### src/rtl/mips_multicycle_ctrl_if.sv
// Datapath control bundle between the multicycle controller and the MIPS datapath.
// The controller drives mux selects and enables; the datapath supplies opcode and mem_ready.
interface mips_multicycle_ctrl_if;
    logic [5:0] opcode;
    logic       mem_ready;
    logic       PCWrite;
    logic       PCWriteCond;
    logic       IorD;
    logic       MemRead;
    logic       MemWrite;
    logic       IRWrite;
    logic       MemToReg;
    logic       RegDst;
    logic       RegWrite;
    logic       ALUSrcA;
    logic [1:0] ALUSrcB;
    logic [1:0] ALUOp;
    logic [1:0] PCSource;

    modport master (
        input  opcode, mem_ready,
        output PCWrite, PCWriteCond, IorD, MemRead, MemWrite, IRWrite,
               MemToReg, RegDst, RegWrite, ALUSrcA, ALUSrcB, ALUOp, PCSource
    );

    modport slave (
        output opcode, mem_ready,
        input  PCWrite, PCWriteCond, IorD, MemRead, MemWrite, IRWrite,
               MemToReg, RegDst, RegWrite, ALUSrcA, ALUSrcB, ALUOp, PCSource
    );
endinterface

### src/rtl/mips_multicycle_ctrl.sv
// Multicycle MIPS control FSM: sequences fetch/decode/execute/memory/writeback,
// stretches memory states on mem_ready, counts retirements and traps on bad opcodes.
module mips_multicycle_ctrl #(
    parameter int COUNT_W = 32
) (
    input  logic                   clk,
    input  logic                   rst,
    mips_multicycle_ctrl_if.master bus,
    output logic                   retire,
    output logic [COUNT_W-1:0]     instr_count,
    output logic                   trap,
    output logic [3:0]             state
);

    typedef enum logic [3:0] {
        S_FETCH  = 4'd0,
        S_DECODE = 4'd1,
        S_MEMADR = 4'd2,
        S_MEMRD  = 4'd3,
        S_MEMWB  = 4'd4,
        S_MEMWR  = 4'd5,
        S_RTEXEC = 4'd6,
        S_RTWB   = 4'd7,
        S_BEQ    = 4'd8,
        S_JUMP   = 4'd9,
        S_ADDIEX = 4'd10,
        S_ADDIWB = 4'd11,
        S_TRAP   = 4'd15
    } state_t;

    localparam logic [5:0] OP_RTYPE = 6'b000000;
    localparam logic [5:0] OP_LW    = 6'b100011;
    localparam logic [5:0] OP_SW    = 6'b101011;
    localparam logic [5:0] OP_BEQ   = 6'b000100;
    localparam logic [5:0] OP_J     = 6'b000010;
    localparam logic [5:0] OP_ADDI  = 6'b001000;

    // rdy_q marks states whose IRWrite/PCWrite/retire only fire once memory completes.
    typedef struct packed {
        logic       pc_write;
        logic       pc_write_cond;
        logic       iord;
        logic       mem_read;
        logic       mem_write;
        logic       ir_write;
        logic       mem_to_reg;
        logic       reg_dst;
        logic       reg_write;
        logic       alu_src_a;
        logic [1:0] alu_src_b;
        logic [1:0] alu_op;
        logic [1:0] pc_source;
        logic       retire;
        logic       trap;
        logic       rdy_q;
    } ctrl_t;

    function automatic ctrl_t f_decode(input state_t s);
        ctrl_t c;
        c = '0;
        case (s)
            S_FETCH: begin
                c.mem_read  = 1'b1;
                c.alu_src_b = 2'b01;
                c.ir_write  = 1'b1;
                c.pc_write  = 1'b1;
                c.rdy_q     = 1'b1;
            end
            S_DECODE: c.alu_src_b = 2'b11;
            S_MEMADR: begin
                c.alu_src_a = 1'b1;
                c.alu_src_b = 2'b10;
            end
            S_MEMRD: begin
                c.mem_read = 1'b1;
                c.iord     = 1'b1;
            end
            S_MEMWB: begin
                c.reg_write  = 1'b1;
                c.mem_to_reg = 1'b1;
                c.retire     = 1'b1;
            end
            S_MEMWR: begin
                c.mem_write = 1'b1;
                c.iord      = 1'b1;
                c.retire    = 1'b1;
                c.rdy_q     = 1'b1;
            end
            S_RTEXEC: begin
                c.alu_src_a = 1'b1;
                c.alu_op    = 2'b10;
            end
            S_RTWB: begin
                c.reg_dst   = 1'b1;
                c.reg_write = 1'b1;
                c.retire    = 1'b1;
            end
            S_BEQ: begin
                c.alu_src_a     = 1'b1;
                c.alu_op        = 2'b01;
                c.pc_write_cond = 1'b1;
                c.pc_source     = 2'b01;
                c.retire        = 1'b1;
            end
            S_JUMP: begin
                c.pc_write  = 1'b1;
                c.pc_source = 2'b10;
                c.retire    = 1'b1;
            end
            S_ADDIEX: begin
                c.alu_src_a = 1'b1;
                c.alu_src_b = 2'b10;
            end
            S_ADDIWB: begin
                c.reg_write = 1'b1;
                c.retire    = 1'b1;
            end
            S_TRAP:  c.trap = 1'b1;
            default: c.trap = 1'b1;
        endcase
        return c;
    endfunction

    state_t             r_state;
    ctrl_t              r_ctrl;
    logic [COUNT_W-1:0] r_count;
    state_t             w_next;
    logic               w_rdy_ok;
    logic               w_retire;

    always_comb begin
        w_next = r_state;
        case (r_state)
            S_FETCH:  if (bus.mem_ready) w_next = S_DECODE;
            S_DECODE: begin
                case (bus.opcode)
                    OP_RTYPE:     w_next = S_RTEXEC;
                    OP_LW, OP_SW: w_next = S_MEMADR;
                    OP_BEQ:       w_next = S_BEQ;
                    OP_J:         w_next = S_JUMP;
                    OP_ADDI:      w_next = S_ADDIEX;
                    default:      w_next = S_TRAP;
                endcase
            end
            // Opcode is sampled again here; anything but lw/sw is treated as corruption.
            S_MEMADR: begin
                if (bus.opcode == OP_LW)      w_next = S_MEMRD;
                else if (bus.opcode == OP_SW) w_next = S_MEMWR;
                else                          w_next = S_TRAP;
            end
            S_MEMRD:  if (bus.mem_ready) w_next = S_MEMWB;
            S_MEMWR:  if (bus.mem_ready) w_next = S_FETCH;
            S_RTEXEC: w_next = S_RTWB;
            S_ADDIEX: w_next = S_ADDIWB;
            S_MEMWB, S_RTWB, S_BEQ, S_JUMP, S_ADDIWB: w_next = S_FETCH;
            S_TRAP:   w_next = S_TRAP;
            default:  w_next = S_TRAP;
        endcase
    end

    assign w_rdy_ok = bus.mem_ready | ~r_ctrl.rdy_q;
    assign w_retire = r_ctrl.retire & w_rdy_ok;

    // Controls are registered from the next state so each state's decode is ready on entry.
    always_ff @(posedge clk or negedge rst) begin
        if (!rst) begin
            r_state <= S_FETCH;
            r_ctrl  <= f_decode(S_FETCH);
            r_count <= '0;
        end else begin
            r_state <= w_next;
            r_ctrl  <= f_decode(w_next);
            if (w_retire) r_count <= r_count + COUNT_W'(1);
        end
    end

    // Reset gating is combinational so an abort kills memory strobes immediately.
    assign bus.PCWrite     = rst & r_ctrl.pc_write & w_rdy_ok;
    assign bus.IRWrite     = rst & r_ctrl.ir_write & w_rdy_ok;
    assign bus.PCWriteCond = rst & r_ctrl.pc_write_cond;
    assign bus.IorD        = rst & r_ctrl.iord;
    assign bus.MemRead     = rst & r_ctrl.mem_read;
    assign bus.MemWrite    = rst & r_ctrl.mem_write;
    assign bus.MemToReg    = rst & r_ctrl.mem_to_reg;
    assign bus.RegDst      = rst & r_ctrl.reg_dst;
    assign bus.RegWrite    = rst & r_ctrl.reg_write;
    assign bus.ALUSrcA     = rst & r_ctrl.alu_src_a;
    assign bus.ALUSrcB     = {2{rst}} & r_ctrl.alu_src_b;
    assign bus.ALUOp       = {2{rst}} & r_ctrl.alu_op;
    assign bus.PCSource    = {2{rst}} & r_ctrl.pc_source;
    assign retire          = rst & w_retire;
    assign trap            = rst & r_ctrl.trap;
    assign instr_count     = r_count;
    assign state           = r_state;

endmodule
### src/flat_wrapper.sv
// flat-port wrapper written by rule: the top's interface ports become plain ports
module mips_multicycle_ctrl_flat 
#(
    parameter int COUNT_W = 32
)
  (clk, rst, retire, instr_count, trap, state, bus_opcode, bus_mem_ready, bus_PCWrite, bus_PCWriteCond, bus_IorD, bus_MemRead, bus_MemWrite, bus_IRWrite, bus_MemToReg, bus_RegDst, bus_RegWrite, bus_ALUSrcA, bus_ALUSrcB, bus_ALUOp, bus_PCSource);
  mips_multicycle_ctrl_if bus_i ();
  input  logic clk;
  input  logic rst;
  output logic retire;
  output logic [COUNT_W-1:0] instr_count;
  output logic trap;
  output logic [3:0] state;
  input wire logic [$bits(bus_i.opcode)-1:0] bus_opcode;
  input wire logic [$bits(bus_i.mem_ready)-1:0] bus_mem_ready;
  output wire logic [$bits(bus_i.PCWrite)-1:0] bus_PCWrite;
  output wire logic [$bits(bus_i.PCWriteCond)-1:0] bus_PCWriteCond;
  output wire logic [$bits(bus_i.IorD)-1:0] bus_IorD;
  output wire logic [$bits(bus_i.MemRead)-1:0] bus_MemRead;
  output wire logic [$bits(bus_i.MemWrite)-1:0] bus_MemWrite;
  output wire logic [$bits(bus_i.IRWrite)-1:0] bus_IRWrite;
  output wire logic [$bits(bus_i.MemToReg)-1:0] bus_MemToReg;
  output wire logic [$bits(bus_i.RegDst)-1:0] bus_RegDst;
  output wire logic [$bits(bus_i.RegWrite)-1:0] bus_RegWrite;
  output wire logic [$bits(bus_i.ALUSrcA)-1:0] bus_ALUSrcA;
  output wire logic [$bits(bus_i.ALUSrcB)-1:0] bus_ALUSrcB;
  output wire logic [$bits(bus_i.ALUOp)-1:0] bus_ALUOp;
  output wire logic [$bits(bus_i.PCSource)-1:0] bus_PCSource;
  assign bus_i.opcode = bus_opcode;
  assign bus_i.mem_ready = bus_mem_ready;
  assign bus_PCWrite = bus_i.PCWrite;
  assign bus_PCWriteCond = bus_i.PCWriteCond;
  assign bus_IorD = bus_i.IorD;
  assign bus_MemRead = bus_i.MemRead;
  assign bus_MemWrite = bus_i.MemWrite;
  assign bus_IRWrite = bus_i.IRWrite;
  assign bus_MemToReg = bus_i.MemToReg;
  assign bus_RegDst = bus_i.RegDst;
  assign bus_RegWrite = bus_i.RegWrite;
  assign bus_ALUSrcA = bus_i.ALUSrcA;
  assign bus_ALUSrcB = bus_i.ALUSrcB;
  assign bus_ALUOp = bus_i.ALUOp;
  assign bus_PCSource = bus_i.PCSource;
  mips_multicycle_ctrl #(.COUNT_W(COUNT_W)) u_core (.clk(clk), .rst(rst), .bus(bus_i), .retire(retire), .instr_count(instr_count), .trap(trap), .state(state));
endmodule
### config.mk
export PLATFORM = sky130hd
export DESIGN_NAME = mips_multicycle_ctrl_flat
export DESIGN_NICKNAME = d
export VERILOG_FILES = /design/src/rtl/mips_multicycle_ctrl_if.sv /design/src/rtl/mips_multicycle_ctrl.sv /design/src/flat_wrapper.sv
export SDC_FILE = /design/constraint.sdc
export NUM_CORES = 1
export LEC_CHECK = 0
export CELL_PAD_IN_SITES_DETAIL_PLACEMENT = 1
export CELL_PAD_IN_SITES_GLOBAL_PLACEMENT = 1
export CORE_MARGIN = 5
export CORE_UTILIZATION = 34
export CTS_CLUSTER_DIAMETER = 60
export CTS_CLUSTER_SIZE = 14
export DETAILED_ROUTE_END_ITERATION = 6
export GPL_TIMING_DRIVEN = 0
export PLACE_DENSITY_LB_ADDON = 0.1
export SYNTH_ARGS = -nofsm -noshare
export SYNTH_HDL_FRONTEND = slang
export SYNTH_SLANG_ARGS = --single-unit
### constraint.sdc
create_clock -name clk -period 2.2 [get_ports clk]
set_clock_uncertainty 0.15 [all_clocks]
set_input_delay 0.22 -clock clk [delete_from_list [all_inputs] [get_ports clk]]
set_output_delay 0.22 -clock clk [all_outputs]
set_load 0.01 [all_outputs]
# --- After elaboration in Yosys (flattened, before gate mapping) ---
# Index checks and enable logic that the tools add are counted.
word_totals:
  romBits: 0
  memories: 0
  output_inout_bits: 54
  word_cells: 103
  ff_bits: 55
  input_bits: 9
  ramBits: 0
  latch_bits: 0
op_classes:
  n_div: 0
  multipliers: 0
  eq_ne: 27
  n_bitwise: 20
  n_mux: 23
  shift: 0
  n_addsub: 1
  n_reduce_logical: 14
  magnitude_cmp: 0
ops:
  columns: ["op", "count"]
  rows:
  - ["adder 32 x 1 -> 32 bit, second input constant", 1]
  - ["equality test 4 x 3 -> 1 bit, second input constant", 8]
  - ["equality test 4 bit, second input constant", 8]
  - ["case mux 4 bit (8 select lines)", 1]
  - ["2-to-1 mux 4 bit", 5]
  - ["case mux 4 bit (5 select lines)", 1]
  - ["equality test 4 x 2 -> 1 bit, second input constant", 4]
  - ["AND 1 bit", 15]
  - ["2-to-1 mux 1 bit", 13]
  - ["equality test 6 bit, second input constant", 2]
  - ["OR reduction 12 bit", 1]
  - ["OR reduction 2 bit", 6]
  - ["equality test 4 x 1 -> 1 bit, second input constant", 2]
  - ["zero test 4 bit", 2]
  - ["case mux 2 bit (2 select lines)", 2]
  - ["AND 2 bit", 3]
  - ["equality test 6 x 2 -> 1 bit, second input constant", 1]
  - ["equality test 6 x 3 -> 1 bit, second input constant", 1]
  - ["equality test 6 x 4 -> 1 bit, second input constant", 1]
  - ["zero test 6 bit", 1]
  - ["case mux 2 bit (3 select lines)", 1]
  - ["OR reduction 6 bit", 1]
  - ["OR reduction 5 bit", 1]
  - ["OR reduction 4 bit", 1]
  - ["3 further kinds", 3]

# --- Depth between registers and ports, before layout ---
# Gate-level depths: netlist of run 1.
depth:
  ltp_word: 7
  mapped_depth: 8

# --- Worst setup path before layout of run 1 ---
# No wires, ideal clock.
synth_path:
  path_type: "register to register"
  startpoint: "reg u_core.r_state[3] (netlist: u_core.state[3])"
  endpoint: "reg u_core.r_ctrl[8] in the netlist's numbering"
  stages_incl_launch_ff: 7
  synth_period_minus_slack_ps: 2067
  setup_slack_ps: 133
  arrival_ps: 1844
  setup_ps: 73
  cell_sequence: "dfrtp_1 > or4b_4 > a21o_1 > o2111ai_2 > nand2b_1 > or2_1 > a21oi_2"
synth_between:
  elab_chain_len: 6
synth_rtl:
  columns: ["element", "line_no", "text"]
  rows:
  - ["from (decl)", "mips_multicycle_ctrl.sv:124", "state_t r_state;"]
  - ["from (signal assigned)", "mips_multicycle_ctrl.sv:171", "r_state <= w_next;"]
  - ["equality test 4 x 3 -> 1 bit or equality test 4 bit (tied branches)", "mips_multicycle_ctrl.sv:133", "case (r_state)"]
  - ["OR reduction 5 bit", "mips_multicycle_ctrl.sv:133", null]
  - ["case mux 4 bit (8 select lines) *", "mips_multicycle_ctrl.sv:133", null]
  - ["equality test 4 x 2 -> 1 bit or equality test 4 bit (tied branches)", "mips_multicycle_ctrl.sv:61", "case (s)"]
  - ["OR reduction 2 bit (no line)", null, null]
  - ["case mux 2 bit (3 select lines) *", "mips_multicycle_ctrl.sv:61", null]
  - ["to (signal assigned)", "mips_multicycle_ctrl.sv:168", "r_ctrl <= f_decode(S_FETCH);"]
  - ["to (signal assigned)", "mips_multicycle_ctrl.sv:172", "r_ctrl <= f_decode(w_next);"]
  - ["to (decl)", "mips_multicycle_ctrl.sv:125", "ctrl_t r_ctrl;"]
# Every way passes the cells marked *; elsewhere a longest branch is shown, timed or not.
# A chain may end at the register's enable or synchronous reset.

# --- Final worst setup path of run 1 ---
# Same ends and word-level chain as after synthesis.

==> results of run 1 <==
area by class of cell:
class | count | share of cell area
clock inverters | 2 | 0.003488
multi-input cells | 174 | 0.3251
repair buffers | 77 | 0.2163
plain buffers | 7 | 0.01430
flip-flops and latches | 54 | 0.3802
inverters | 3 | 0.003139
well taps | 99 | 0.03453
clock buffers | 6 | 0.02302
critical path, cell delays in order, from the launching register on:
cell and delay, ns:
dfrtp_2 0.43, or4b_4 0.58, a21o_1 0.19, o2111ai_2 0.23
nand2b_1 0.10, or2_1 0.25, a21oi_2 0.14
through the flow:
step	instance area [um2]	worst slack [ns]	total power, mW	util	hold WS, ns
2_1_floorplan	2561	0.1328	2.480	-	-0.2256
3_3_place_gp	3306	-2.123	3.067	0.4533	0.3051
3_5_place_dp	3321	-0.4043	3.094	0.4554	0.08822
4_1_cts	3507	0.001876	3.741	0.4810	0.3243
5_1_grt	3587	-0.03853	4.183	0.4919	0.3263
6_report	3587	0.06255	3.864	0.4919	0.3187
metal layers:
layer,global-route usage,vias to the layer above,part of all wire
met3,0.03165,4,0.032
met5,0,-,0
met4,0.03564,0,0.0030
li1,-,976,-
met2,0.2341,37,0.49
met1,0.1915,1029,0.47
power by group:
| part | internal, mW | total, mW | switching [mW] | leakage (nW) |
|---|---|---|---|---|
| Combinational | 0.980 | 1.94 | 0.959 | 0.793 |
| Clock | 0.254 | 0.573 | 0.319 | 0.0472 |
| Sequential | 1.22 | 1.35 | 0.131 | 0.704 |
| Total | 2.46 | 3.86 | 1.41 | 1.54 |
path summary, 6_finish.rpt:
check                                        from  slack (ns)  depth (start not counted)                      to
setup / recovery                  u_core.state[3]        0.06                          6        u_core.r_ctrl[8]
hold / removal             u_core.instr_count[31]        0.32                          1  u_core.instr_count[31]
setup reg to reg                  u_core.state[3]        0.06                          6        u_core.r_ctrl[8]
hold reg to reg            u_core.instr_count[31]        0.32                          1  u_core.instr_count[31]
max in group asynchronous                     rst        0.66                          3   u_core.instr_count[4]
min in group asynchronous                     rst        0.56                          3  u_core.instr_count[11]
cells in the mapped netlist, types with 4 or more instances:
cell,count
a21oi_1,4
and2_1,18
and3_1,12
and4_1,4
dfrtp_1,49
dfstp_2,5
nand2_1,15
nand2b_1,6
nand3_1,13
nand4_1,4
nor2_1,19
nor3_1,5
nor3b_1,4
o21ai_0,4
xnor2_1,24
xor2_1,12
sequential cells by signal (all words and copies together) (netlist names):
signal,cells
u_core.instr_count,32
u_core.state,4
u_core.r_ctrl,18
layout by cell type (no fill, tap or decap), drive strengths merged, types with 6 or more instances in the layout:
cell type / netlist / final
dfrtp: 49 / 49
buf: 5 / 18
xor2: 13 / 13
nor2: 19 / 19
clkdlybuf4s50: 0 / 60
nand3: 13 / 13
nand2: 15 / 15
clkbuf: 2 / 9
and2: 18 / 18
xnor2: 24 / 24
nand2b: 6 / 6
and3: 12 / 12
cells by family after synthesis:
| kind of cell | share of synthesized area |
|---|---|
| fa+ha+maj | 0.004884 |
| xor+xnor | 0.1295 |
| mux | 0.004396 |
| compound gates | 0.06009 |
| flops | 0.5300 |
| simple gates | 0.2487 |
| buf+inv | 0.02247 |
timing repair:
action                                  CTS  global route
pin swaps                                 0             1
endpoints found under the setup margin   17            17
hold buffers                              4             0
gates resized for setup                   6             9
endpoints found under the hold margin    49             0
buffers inserted                          3             7
==> out/metrics.yaml, run 1 <==
final_layout:
  fillerInstances: 817
  multi_input_gate_area_um2: 1166
  layout-drive-gt1-share: 0.1517
  num-nets-final: 332
  seq_area_um2: 1364
  ant_diodes: 0
  flow.area_growth_from_synthesis_pct: 40.06
  final_cells: 422
timing:
  final-hold-violation-count: 0
  worst_slew_pin_slew_ns: 1.012
  finalWorstPathRequiredPeriod_ns: 2.137
  finalSetupTns_ns: 0
  fmax_ghz: 0.4678
  pins_over_slew_limit: 0
  fin_crit_sh: 0.9716
  rsz0062_at_grt: "yes"
  timing.max_slew.rel_slack: 0.3229
  setup_violations: 0
synth:
  synth_top_cells_by_area: "dfrtp_1 48%, xnor2_1 8.2%, dfstp_2 5.1%"
  netlist_instances: 238
  netlist_area_um2: 2561
  synth_top_cell_by_area: "dfrtp_1"
  edff_count_synth: 0
  synth-seq-cells: 54
  syn-mean-instance-area_um2: 10.76
  ys_dominant_reg_cell: "dfrtp_1"
  ys_async_sr_fraction: 1.000
  synth_warn: 0
  post_synth_num_cell_types: 42
  syn_nets: 248
  synth-seq-area-share: 0.5300
  netlist.area_leader.share: 0.4787
die:
  design.core.area_um2: 7292
  fp-row-count: 31
  floorplan.initialDensity: 0.3512
  die-height_um: 96.79
  design.die.area_um2: 9368
  top_level_ports: 63
  die_w_um: 96.79
worst_setup_path:
  crit_end_element: "register"
  worstPathRequired_ns: 2.28
  timing.critical_path.fanout_max: 4
  critPathLaunchType: "register"
  setup.worst_path.class: "register to register"
  crit_arrival_ns: 2.22
outcome:
  result_of_the_run: "completed"
cts:
  tritoncts: "done"
  cts_root_buf: "clkbuf_8"
  cts_sinks: 54
  worstSkewPairLatency_ns: 0.30
  clk_pin_slew_ns: 0.10
  cts-htree-levels: 2
  cts_inserted_buffers: 5
  clock_path_buffers: 2
grt:
  grt_max_degree: 28
  grt-ovfl-total: 0
  grt_usage: 0.1427
  vias_in_the_first_global_route: 2150
  grt_antenna_before_repair: 0
  grt_first_pass_wirelength_um: 11190
worst_hold_path:
  min-delay-path-class: "register to register"
detailed_routing:
  dr.pass1.iters: 4
  drt.antenna.violating_nets: 0
  drt_wl_total_um: 6579
  initialDrtViolationCount: 40
  vias: 2046
  routed_via_density: 4.848
  post-route-drc-count: 0
  post_drt_wl_per_cell_um: 15.59
placement:
  portBuffers: 62
  dp.final_hpwl_um: 4626
  dp.cells: 400
  routability_congestion_estimate: 0.7855
flow_run:
  max-cap-violations: 0
power:
  worst_ir_drop_vdd_v: 0.0009406
  power-per-cell-area_nw_per_um2: 1077
  cellLeakagePower_nw: 1.545
No activity file was read; power rests on OpenSTA's default activity.
==> inputs of run 2 (changes only) <==
CORE_MARGIN = 2   (was 5)
==> out/metrics.yaml, run 2 (synthesis gave the netlist of run 1 again) <==
timing:
  fin_crit_sh: 0.9810
  final-hold-violation-count: 0
  finalWorstPathRequiredPeriod_ns: 2.158
  fmax_ghz: 0.4633
  rsz0062_at_grt: "yes"
  finalSetupTns_ns: 0
  timing.max_slew.rel_slack: 0.3378
  pins_over_slew_limit: 0
  setup_violations: 0
  worst_slew_pin_slew_ns: 0.9901
cts:
  cts-htree-levels: 2
  cts_root_buf: "clkbuf_8"
  clk_pin_slew_ns: 0.10
  clock_path_buffers: 2
  cts_sinks: 54
  tritoncts: "done"
  cts_inserted_buffers: 5
  worstSkewPairLatency_ns: 0.30
worst_setup_path:
  ff2ff_setup_slack_ns: 0.04
  critPathLaunchType: "register"
  timing.critical_path.fanout_max: 4
  crit_end_element: "register"
  setup.worst_path.class: "register to register"
  worstPathRequired_ns: 2.28
  crit_arrival_ns: 2.24
grt:
  grt_first_pass_wirelength_um: 10980
  grt_antenna_before_repair: 0
  grt_max_degree: 28
  grt-ovfl-total: 0
  grt_usage: 0.1625
  vias_in_the_first_global_route: 2131
outcome:
  result_of_the_run: "completed"
flow_run:
  max-cap-violations: 0
worst_hold_path:
  min-delay-path-class: "register to register"
final_layout:
  most_frequent_cells_in_the_layout: "60 x clkdlybuf4s50_1, 43 x dfrtp_1, 24 x xnor2_1"
  flow.area_growth_from_synthesis_pct: 42.65
  num-nets-final: 334
  fillerInstances: 826
  layout-drive-gt1-share: 0.1692
  largest_reg_flops: 32
  ant_diodes: 0
  mostFrequentLayoutCell: "clkdlybuf4s50_1"
power:
  cellLeakagePower_nw: 1.563
  sequentialPowerShare: 0.333
  cell_internal_pwr_mw: 2.607
  worst_ir_drop_vdd_v: 0.0006806
  power-per-cell-area_nw_per_um2: 1112
  power.share.clock: 0.160
  p_switching_mw: 1.456
  power.share.switching: 0.3584
  power_mw: 4.063
  combPwrFrac: 0.506
placement:
  dp.final_hpwl_um: 4379
  portBuffers: 62
  routability_congestion_estimate: 0.7909
detailed_routing:
  post-route-drc-count: 0
  drt.antenna.violating_nets: 0
  met1_length_um: 2948
  top_layer: "met4"
  dr.pass1.iters: 4
  routed_via_density: 4.861
  initialDrtViolationCount: 42
  met2WireLength_um: 3280
  drt_wl_total_um: 6503
  met3_routed_wl_um: 238
  vias: 2061
  post_drt_wl_per_cell_um: 15.34
die:
  top_level_ports: 63
  floorplan.initialDensity: 0.3512
  design.core.area_um2: 7292
  die-height_um: 90.79
  design.die.area_um2: 8243
  fp-row-count: 31
  die_w_um: 90.79
==> run 2: changes by cell type in the layout (fill, tap and decap cells not counted), moves of 2 or more <==
cell      delta
buf_4        +2
clkbuf_2     -2
o21ai_0      -2
o21ai_1      +2
==> run 2: layout make-up <==
type	instances	area, um2	share of cell area
buffer	7	60.06	0.01644
clock buffer	6	72.57	0.01986
clock inverter	2	37.54	0.01027
inverter	3	11.26	0.003082
multi-input combinational	174	1192	0.3264
sequential	54	1365	0.3736
tap	99	123.9	0.03390
timing repair buffer	79	790.8	0.2164
==> run 2: critical path: stages (launching register included) <==
cell       delay, ns
dfrtp_2         0.43
or4b_4          0.58
a21o_1          0.21
o2111ai_4       0.24
nand2b_1        0.10
or2_1           0.26
a21oi_2         0.12
==> run 2: path summary, 6_finish.rpt <==
| kind | startpoint | endpoint | cells past startpoint |
|---|---|---|---|
| hold / removal | u_core.instr_count[31] | u_core.instr_count[31] | 1 |
| setup / recovery | u_core.state[1] | u_core.r_ctrl[8] | 6 |
| max in group asynchronous | rst | u_core.instr_count[4] | 3 |
| min in group asynchronous | rst | u_core.instr_count[7] | 3 |
| setup reg to reg | u_core.state[1] | u_core.r_ctrl[8] | 6 |
| hold reg to reg | u_core.instr_count[31] | u_core.instr_count[31] | 1 |
==> run 2: timing repair <==
action	in CTS	in global routing
hold buffers	4	0
hold endpoints to repair	49	0
resized for setup	7	22
endpoints found under the setup margin	18	20
pin swaps	0	6
setup buffers	1	11
gates cloned	0	0
==> run 2: power groups by stage <==
stage               combinational [mW]  clock, mW  sequential, mW
floorplan                         1.09          0            1.39
global placement                  1.67          0            1.39
detailed placement                1.69          0            1.40
CTS                               1.75      0.684            1.37
global route                      2.28      0.728            1.39
finish                            2.06      0.652            1.35
==> run 2: per-layer routing <==
metal,track usage,up-vias
met4,0.02652,0
met5,0,-
met3,0.03422,4
met1,0.2136,1035
li1,-,982
met2,0.2811,40
==> run 2: metrics by stage <==
step,cell area (um2),hold slack (ns),utilization,worst slack [ns],cells
after CTS,3510,0.3248,0.4813,0.005769,413
final,3654,0.3201,0.5010,0.04176,424
after global placement,3306,0.3050,0.4533,-2.126,399
after global routing,3654,0.3531,0.5010,-0.05847,424
after floorplan,2561,-0.2256,-,0.1328,238
after detailed placement,3321,0.08859,0.4554,-0.4269,400
